**src/rtl/cache_pkg.sv**
```systemverilog
//------------------------------------------------------------------------------
// Module   : cache_pkg
// Purpose  : Shared types and geometry for the I/D cache memory arbiter.
// Revision : 1.0 - initial release
//------------------------------------------------------------------------------
`default_nettype none

package cache_pkg;

   localparam int ADDR_W      = 16;
   localparam int WORD_W      = 16;
   localparam int BLOCK_WORDS = 8;
   localparam int CNT_W       = $clog2(BLOCK_WORDS);
   localparam int BYTE_OFF_W  = 1;
   localparam int OFF_W       = CNT_W + BYTE_OFF_W;
   localparam int BASE_W      = ADDR_W - OFF_W;
   localparam int MEM_LAT     = 4;

   localparam logic [CNT_W-1:0] LAST_WORD = CNT_W'(BLOCK_WORDS - 1);

   typedef enum logic [1:0] {
      ST_IDLE  = 2'd0,
      ST_FILL  = 2'd1,
      ST_WRITE = 2'd2,
      ST_DONE  = 2'd3
   } state_t;

   // Word-aligned address of word idx within the block at base.
   function automatic logic [ADDR_W-1:0] word_addr(input logic [BASE_W-1:0] base,
                                                  input logic [CNT_W-1:0]  idx);
      return {base, idx, {BYTE_OFF_W{1'b0}}};
   endfunction

endpackage

`default_nettype wire

```
**src/rtl/arb_pick.sv**
```systemverilog
//------------------------------------------------------------------------------
// Module   : arb_pick
// Purpose  : I/D grant selection; fixed I-priority, or alternating on ties
//            when ARB_RR_EN is defined.
// Revision : 1.0 - initial release
//------------------------------------------------------------------------------
`default_nettype none

module arb_pick
   import cache_pkg::*;
(
`ifdef ARB_RR_EN
   input  logic clk,
   input  logic rst,
   input  logic take,
`endif
   input  logic i_req,
   input  logic d_req,
   output logic grant_i,
   output logic grant_d
);

`ifdef ARB_RR_EN
   // High when data wins the next tie, i.e. instruction was granted last.
   logic r_prio_d;

   always_ff @(posedge clk) begin
      if (rst) begin
         r_prio_d <= 1'b0;
      end else if (take && (grant_i || grant_d)) begin
         r_prio_d <= grant_i;
      end
   end

   assign grant_i = i_req && (!d_req || !r_prio_d);
   assign grant_d = d_req && (!i_req ||  r_prio_d);
`else
   assign grant_i = i_req;
   assign grant_d = d_req && !i_req;
`endif

endmodule

`default_nettype wire

```
**src/rtl/mem_arbiter.sv**
```systemverilog
//------------------------------------------------------------------------------
// Module   : mem_arbiter
// Purpose  : Shares a 4-cycle pipelined memory between I-cache block fills and
//            D-cache fills/writes. Optional round-robin arbitration: ARB_RR_EN.
// Revision : 1.0 - initial release
//------------------------------------------------------------------------------
`default_nettype none

module mem_arbiter
   import cache_pkg::*;
(
   input  logic              clk,
   input  logic              rst,
   input  logic              i_req,
   input  logic [ADDR_W-1:0] i_addr,
   input  logic              d_req,
   input  logic [ADDR_W-1:0] d_addr,
   input  logic              d_wr,
   input  logic [WORD_W-1:0] d_wdata,
   output logic              mem_en,
   output logic              mem_wr,
   output logic [ADDR_W-1:0] mem_addr,
   output logic [WORD_W-1:0] mem_wdata,
   input  logic              mem_valid,
   output logic              fill_we_i,
   output logic              fill_we_d,
   output logic [CNT_W-1:0]  fill_word,
   output logic              tag_we_i,
   output logic              tag_we_d,
   output logic              i_busy,
   output logic              d_busy,
   output logic              i_done,
   output logic              d_done
);

   state_t              r_state;
   state_t              w_next;
   logic                r_side_d;
   logic [ADDR_W-1:0]   r_addr;
   logic [WORD_W-1:0]   r_wdata;
   logic [CNT_W-1:0]    r_issue_cnt;
   logic [CNT_W-1:0]    r_recv_cnt;
   logic                r_issue_done;
   logic [MEM_LAT-1:0]  r_pend;

   logic                w_grant_i;
   logic                w_grant_d;
   logic                w_grant;
   logic                w_take;
   logic                w_rd_issue;
   logic                w_beat;
   logic                w_last_beat;
   logic [BASE_W-1:0]   w_base;

   arb_pick u_arb_pick (
`ifdef ARB_RR_EN
      .clk     (clk),
      .rst     (rst),
      .take    (w_take),
`endif
      .i_req   (i_req),
      .d_req   (d_req),
      .grant_i (w_grant_i),
      .grant_d (w_grant_d)
   );

   assign w_take      = (r_state == ST_IDLE);
   assign w_grant     = w_take && (w_grant_i || w_grant_d);
   assign w_base      = r_addr[ADDR_W-1:OFF_W];
   assign w_rd_issue  = (r_state == ST_FILL) && !r_issue_done;
   // r_pend tracks our own reads through the memory pipe, so responses to
   // reads issued before a reset never count as fill beats.
   assign w_beat      = (r_state == ST_FILL) && mem_valid && r_pend[MEM_LAT-1];
   assign w_last_beat = w_beat && (r_recv_cnt == LAST_WORD);

   always_ff @(posedge clk) begin
      if (rst) begin
         r_state      <= ST_IDLE;
         r_side_d     <= 1'b0;
         r_addr       <= '0;
         r_wdata      <= '0;
         r_issue_cnt  <= '0;
         r_recv_cnt   <= '0;
         r_issue_done <= 1'b0;
         r_pend       <= '0;
      end else begin
         r_state <= w_next;
         r_pend  <= {r_pend[MEM_LAT-2:0], w_rd_issue};
         case (r_state)
            ST_IDLE: begin
               if (w_grant) begin
                  r_side_d     <= w_grant_d;
                  r_addr       <= w_grant_d ? d_addr : i_addr;
                  r_wdata      <= d_wdata;
                  r_issue_cnt  <= '0;
                  r_recv_cnt   <= '0;
                  r_issue_done <= 1'b0;
               end
            end
            ST_FILL: begin
               if (!r_issue_done) begin
                  if (r_issue_cnt == LAST_WORD) begin
                     r_issue_done <= 1'b1;
                  end else begin
                     r_issue_cnt <= r_issue_cnt + CNT_W'(1);
                  end
               end
               if (w_beat) begin
                  r_recv_cnt <= r_recv_cnt + CNT_W'(1);
               end
            end
            default: ;
         endcase
      end
   end

   always_comb begin
      w_next = r_state;
      case (r_state)
         ST_IDLE: begin
            if (w_grant_d && d_wr) begin
               w_next = ST_WRITE;
            end else if (w_grant) begin
               w_next = ST_FILL;
            end
         end
         ST_FILL:  if (w_last_beat) w_next = ST_DONE;
         ST_WRITE: w_next = ST_DONE;
         ST_DONE:  w_next = ST_IDLE;
         default:  w_next = ST_IDLE;
      endcase
   end

   // Outputs are forced low while rst is high, even mid-operation.
   always_comb begin
      mem_en    = 1'b0;
      mem_wr    = 1'b0;
      mem_addr  = '0;
      mem_wdata = '0;
      fill_we_i = 1'b0;
      fill_we_d = 1'b0;
      fill_word = '0;
      tag_we_i  = 1'b0;
      tag_we_d  = 1'b0;
      i_busy    = 1'b0;
      d_busy    = 1'b0;
      i_done    = 1'b0;
      d_done    = 1'b0;
      if (!rst) begin
         case (r_state)
            ST_FILL: begin
               i_busy = !r_side_d;
               d_busy =  r_side_d;
               if (!r_issue_done) begin
                  mem_en   = 1'b1;
                  mem_addr = word_addr(w_base, r_issue_cnt);
               end
               if (w_beat) begin
                  fill_we_i = !r_side_d;
                  fill_we_d =  r_side_d;
                  fill_word = r_recv_cnt;
               end
               if (w_last_beat) begin
                  tag_we_i = !r_side_d;
                  tag_we_d =  r_side_d;
               end
            end
            ST_WRITE: begin
               d_busy    = 1'b1;
               mem_en    = 1'b1;
               mem_wr    = 1'b1;
               mem_addr  = r_addr;
               mem_wdata = r_wdata;
            end
            ST_DONE: begin
               i_busy = !r_side_d;
               d_busy =  r_side_d;
               i_done = !r_side_d;
               d_done =  r_side_d;
            end
            default: ;
         endcase
      end
   end

endmodule

`default_nettype wire

```
**config.mk**
```make
export PLATFORM = sky130hd
export DESIGN_NAME = mem_arbiter
export DESIGN_NICKNAME = d
export VERILOG_FILES = /design/src/rtl/cache_pkg.sv /design/src/rtl/arb_pick.sv /design/src/rtl/mem_arbiter.sv
export SDC_FILE = /design/constraint.sdc
export NUM_CORES = 1
export LEC_CHECK = 0
export CAP_MARGIN = 10
export CELL_PAD_IN_SITES_DETAIL_PLACEMENT = 2
export CELL_PAD_IN_SITES_GLOBAL_PLACEMENT = 2
export CORE_UTILIZATION = 21
export CTS_BUF_LIST = sky130_fd_sc_hd__clkbuf_16
export CTS_CLUSTER_SIZE = 10
export DETAILED_ROUTE_END_ITERATION = 10
export GPL_TIMING_DRIVEN = 0
export MAX_ROUTING_LAYER = met4
export PLACE_DENSITY = 0.87
export SYNTH_ARGS = -nofsm -noshare
export SYNTH_HDL_FRONTEND = slang
export SYNTH_SLANG_ARGS = --single-unit
```
**constraint.sdc**
```tcl
create_clock -name clk -period 1.8 [get_ports clk]
set_clock_uncertainty 0.1 [all_clocks]
set_input_delay 0.18 -clock clk [delete_from_list [all_inputs] [get_ports clk]]
set_output_delay 0.18 -clock clk [all_outputs]
set_load 0.02 [all_outputs]
```
# After elaboration in Yosys (flattened, before gate mapping)
# Cells that the tools add are included.
dict set report op_classes {
  eq_ne 11
  addsub 2
  n_reduce_logical 19
  n_mux 48
}
# op n
set op_table {}
lappend op_table {{2-to-1 mux 16 bit} 5}
lappend op_table {{case mux 16 bit (2 select lines)} 1}
lappend op_table {{2-to-1 mux 1 bit} 26}
lappend op_table {{2-to-1 mux 3 bit} 7}
lappend op_table {{case mux 3 bit (2 select lines)} 2}
lappend op_table {{!= test 2 bit (second input constant)} 5}
lappend op_table {{case mux 2 bit (4 select lines)} 1}
lappend op_table {{logical AND 1 bit} 7}
lappend op_table {{adder 3 x 1 -> 3 bit (second input constant)} 2}
lappend op_table {{equality test 3 bit (second input constant)} 2}
lappend op_table {{2-to-1 mux 2 bit} 3}
lappend op_table {{case mux 1 bit (2 select lines)} 3}
lappend op_table {{AND reduction 2 bit} 3}
lappend op_table {{equality test 2 bit (second input constant)} 2}
lappend op_table {{AND reduction 4 bit} 1}
lappend op_table {{logical NOT 1 bit} 3}
lappend op_table {{!= test 3 x 2 -> 1 bit (second input constant)} 1}
lappend op_table {{AND reduction 3 bit} 1}
lappend op_table {{equality test 2 x 1 -> 1 bit (second input constant)} 1}
lappend op_table {{logical NOT 2 bit} 1}
lappend op_table {{nonzero test 2 bit} 1}
lappend op_table {{OR reduction 2 bit} 1}
lappend op_table {{logical OR 1 bit} 1}
dict set report word_totals {
  elab_cells 88
  out_inout_bits 45
  input_bits 54
  register_bits 46
}

# Logic depth before layout (Yosys ltp)
dict set report depth {
  word_depth 7
  ltp_mapped 7
}

# Cells and area by module
# From an unflattened synthesis, not the netlist that was laid out.
dict set report hier_totals {
  cells_unflattened 278
  area_unflattened_um2 2428.6
}
# module cells_per_inst area_each_um2 n_inst
set modules_own_cells {}
lappend modules_own_cells {mem_arbiter 276 2407.3 1}
lappend modules_own_cells {arb_pick 2 21.3 1}

# Worst setup path after synthesis
# Ideal clock, no wire load.
dict set report synth_path {
  kind {flip-flop to output port}
  startpoint {reg r_state[0]}
  endpoint {out mem_addr[10]}
  stages_incl_launch_ff 7
  n_path_buf 1
  path_slack_ps -200
  required_ps 1520
  arrival_time_ps 1720
  path_cell_list {dfxtp_1 > inv_1 > ha_1 > nand2b_1 > a21oi_1 > clkbuf_1 > and2_1}
}
dict set report synth_via {
  elab_chain_len 3
}
# item line_no
set synth_rtl {}
lappend synth_rtl {{start, declared} mem_arbiter.sv:36} ;# state_t r_state;
lappend synth_rtl {{start signal, assigned} mem_arbiter.sv:87} ;# r_state <= w_next;
lappend synth_rtl {{equality test 2 bit or equality test 2 x 1 -> 1 bit (tied branches)} mem_arbiter.sv:150} ;# case (r_state)
lappend synth_rtl {{case mux 16 bit (2 select lines) *} mem_arbiter.sv:150}
lappend synth_rtl {{2-to-1 mux 16 bit *} mem_arbiter.sv:149} ;# if (!rst) begin
lappend synth_rtl {{end, declared} mem_arbiter.sv:22} ;# output logic [ADDR_W-1:0] mem_addr,
# Every way passes the cells marked *; elsewhere a longest branch is shown, timed or not.

# Final worst setup path
dict set report layout_path {
  startpoint {reg r_state[0]}
  endpoint {out mem_addr[6]}
}
# Same word-level chain as after synthesis.

==> reports/metrics.csv <==
stage;metric;value;unit
status;outcome;finished with violations;
status;violations;setup timing;
place;dp_slack;-0.952;ns
detailed_routing;vias;2476;
layout;instances_no_fill;537;
synth;syn_area;2350;µm²
setup_path;slowest_stage;dfxtp_4;
setup_path;cp-start-kind;register;
setup_path;criticalPathCategory;reg -> out;
setup_path;r2r_end;r_state[1];
detailed_routing;post_drt_wl_per_cell;17.2;µm
layout;fin_util;0.363;
sta;rsz0062_at_grt;true;
detailed_routing;wirelength;9230;µm
floorplan;die_h;108;µm
power_and_ir_drop;vdd_drop_max;0.000401;V
clocking;cts_buffers;5;
floorplan;ios;99;
setup_path;rrSetupSlack;0.08;ns
clocking;htreeDepth;2;
sta;fin_crit;1.99;ns
detailed_routing;drt-initial-drc-count;70;
clocking;cts_num_sinks;46;
layout;layout-drive-gt1-share;0.315;
synth;ys.warnings.count;0;
layout;n_antenna_cell;0;
synth;ys_seq_elements;46;
place;dpl.hpwl;6570;µm
setup_path;worstRegToRegCells;5;
synth;syn_nets;345;
min_path;hold_class;in -> reg;
place;dpl_cell_area;3530;µm²
flow_run;max_cap_viol_count;0;
synth;synth_cell_types;36;
setup_path;max_stage_delay;0.39;ns
place;place.port_buffers;98;
setup_path;cp_cell_sequence;inv_4 -> ha_4 -> nand2b_4 -> a21oi_4 -> buf_8 -> and2_4 -> buf_6;
detailed_routing;routed_via_density;4.61;
place;gp_congestion;0.767;
setup_path;crit_path_end;mem_addr[6];
clocking;clock_path_buffers;2;
sta;worst_pin_slew;0.549;ns
power_and_ir_drop;p_leak;1.72;nW
global_routing;grt_max_degree;13;
power_and_ir_drop;total_power;4.28;mW
synth;async_flop_share;0;
synth;synth-main-ff-cell;dfxtp_1;
setup_path;crit_start;r_state[0];
sta;max-slew-margin-rel;0.634;
clocking;clk_pin_slew;0.06;ns
setup_path;cp-end-kind;output pin;
synth;avgSynthCellArea;8.34;µm²
sta;finalHoldViolCount;0;
global_routing;grt.total_usage;0.171;
clocking;cts_root_buf;clkbuf_16;
setup_path;reg2reg_from;r_state[0];
global_routing;grt_pass1_vias;2811;
sta;finalMaxSlewViolations;0;
place;post-place-cells;520;
detailed_routing;dr.pass1.iters;4;
floorplan;die_w;108;µm
setup_path;required;1.52;ns
floorplan;num_rows;38;
detailed_routing;ant_nets;0;
floorplan;start_util;0.216;
layout;area_delta_synth_final;68.0;%
sta;fin_hold_ws;0.346;ns
power_and_ir_drop;p_per_area;1080;nW/µm²
min_path;whs_path_depth;3;
global_routing;overflow;0;
global_routing;grt_first_pass_wirelength;14800;µm
synth;synth_seq_area_share;0.392;
detailed_routing;drc;0;
sta;tns;-3.04;ns
global_routing;antenna_found_initial;0;
clocking;insertion_delay;0.28;ns
layout;fin_area;3950;µm²
synth;synth-edff-count;0;
sta;max_freq;502;MHz
synth;netlist_instances;282;
layout;nNetsFinal;460;
sta;setup_viol;28;
setup_path;crit_path_max_fanout;5;
sta;layout_setup_ws;-0.190;ns
setup_path;crit_arrival;1.71;ns
clocking;cts_tree;done;
floorplan;coreArea;10900;µm²
sta;fin_crit_sh;1.11;
floorplan;die-area;11600;µm²
## cell families (layout without fill, tap and decap cells)
family | count (synthesis) | after routing | synth area share
DFF | 46 | 46 | 0.392
adders and majority gates | 9 | 9 | 0.0479
AOI/OAI and AO/OA | 59 | 59 | 0.159
muxes | 19 | 19 | 0.0814
and+or+nand+nor | 122 | 122 | 0.264
buffers and inverters | 27 | 142 | 0.0559
## power by group
part           internal, mW  switching (mW)
logic                 0.881            1.05
clock network         0.498           0.387
registers              1.28           0.178
## placed cells by master, fill, tap and decap left out, drive strengths merged, types with 3 or more instances in the layout
cell / count
nand3: 3
clkbuf: 19
o21ai: 3
nor2b: 4
ha: 9
nand4b: 3
nand2b: 4
nand4: 4
and3: 18
dfxtp: 46
inv: 6
nand2: 35
a21oi: 26
a211oi: 17
o31ai: 5
clkdlybuf4s50: 53
nor3: 3
mux2i: 18
clkdlybuf4s15: 4
and2: 13
buf: 60
nor2: 28
a22oi: 3
nor3b: 5
## cell usage after synthesis (all sizes together), types with 4 or more instances
master,number,area share
a211oi,17,0.054
a21oi,26,0.055
and2,13,0.035
and3,18,0.048
buf,9,0.027
clkbuf,14,0.022
dfxtp,46,0.39
ha,9,0.048
inv,4,0.0064
mux2i,18,0.077
nand2,35,0.056
nand2b,4,0.011
nand4,4,0.011
nor2,28,0.045
nor2b,4,0.011
nor3b,5,0.018
o31ai,5,0.016
## state kept, by name, indices dropped and copies added, names as in the netlist
register and flops:
r_addr 16, r_wdata 16, r_pend 4, r_issue_cnt 3, r_recv_cnt 3, r_state 2
r_issue_done 1, r_side_d 1
## how the worst min path moves through the flow
stage / endpoint / slack, ns / startpoint
2_1_floorplan: r_side_d / 0.18 / i_req
5_1_grt: r_wdata[2] / 0.36 / d_wdata[2]
6_report: r_wdata[7] / 0.35 / d_wdata[7]
4_1_cts: r_wdata[7] / 0.35 / d_wdata[7]
3_5_place_dp: r_pend[1] / 0.34 / r_pend[0]
3_3_place_gp: r_pend[1] / 0.32 / r_pend[0]
## repair_timing
item / 4_1_cts / 5_1_grt
buffers inserted: 8 / 5
setup endpoints to repair: 78 / 60
gates resized for setup: 259 / 51
cloned: 1 / 0
hold buffers: 0 / 0
pin swaps: 16 / 8
## layout make-up
cell class / count / area (µm²)
Clock inverter: 2 / 7.51
Multi-Input combinational cell: 209 / 1500
Clock buffer: 5 / 125
Fill cell: 1199 / 6940
Tap cell: 140 / 175
Inverter: 4 / 20.0
Timing Repair Buffer: 110 / 1010
Sequential cell: 46 / 928
Buffer: 21 / 189
## routing by layer
layer / wire length [µm] / share of wire / global-route usage
met3: 426 / 0.046 / 0.0339
met4: 79 / 0.0086 / 0.0313
met1: 3730 / 0.40 / 0.185
met5: 0 / 0 / -
met2: 4990 / 0.54 / 0.321
## critical path: cells and delay by family (launching register included)
family,cells,cell delay [ns]
compound gates,1,0.24
buf+inv,3,0.33
fa+ha+maj,1,0.28
simple gates,2,0.20
flops,1,0.39
(Power assumes the default switching activity.)
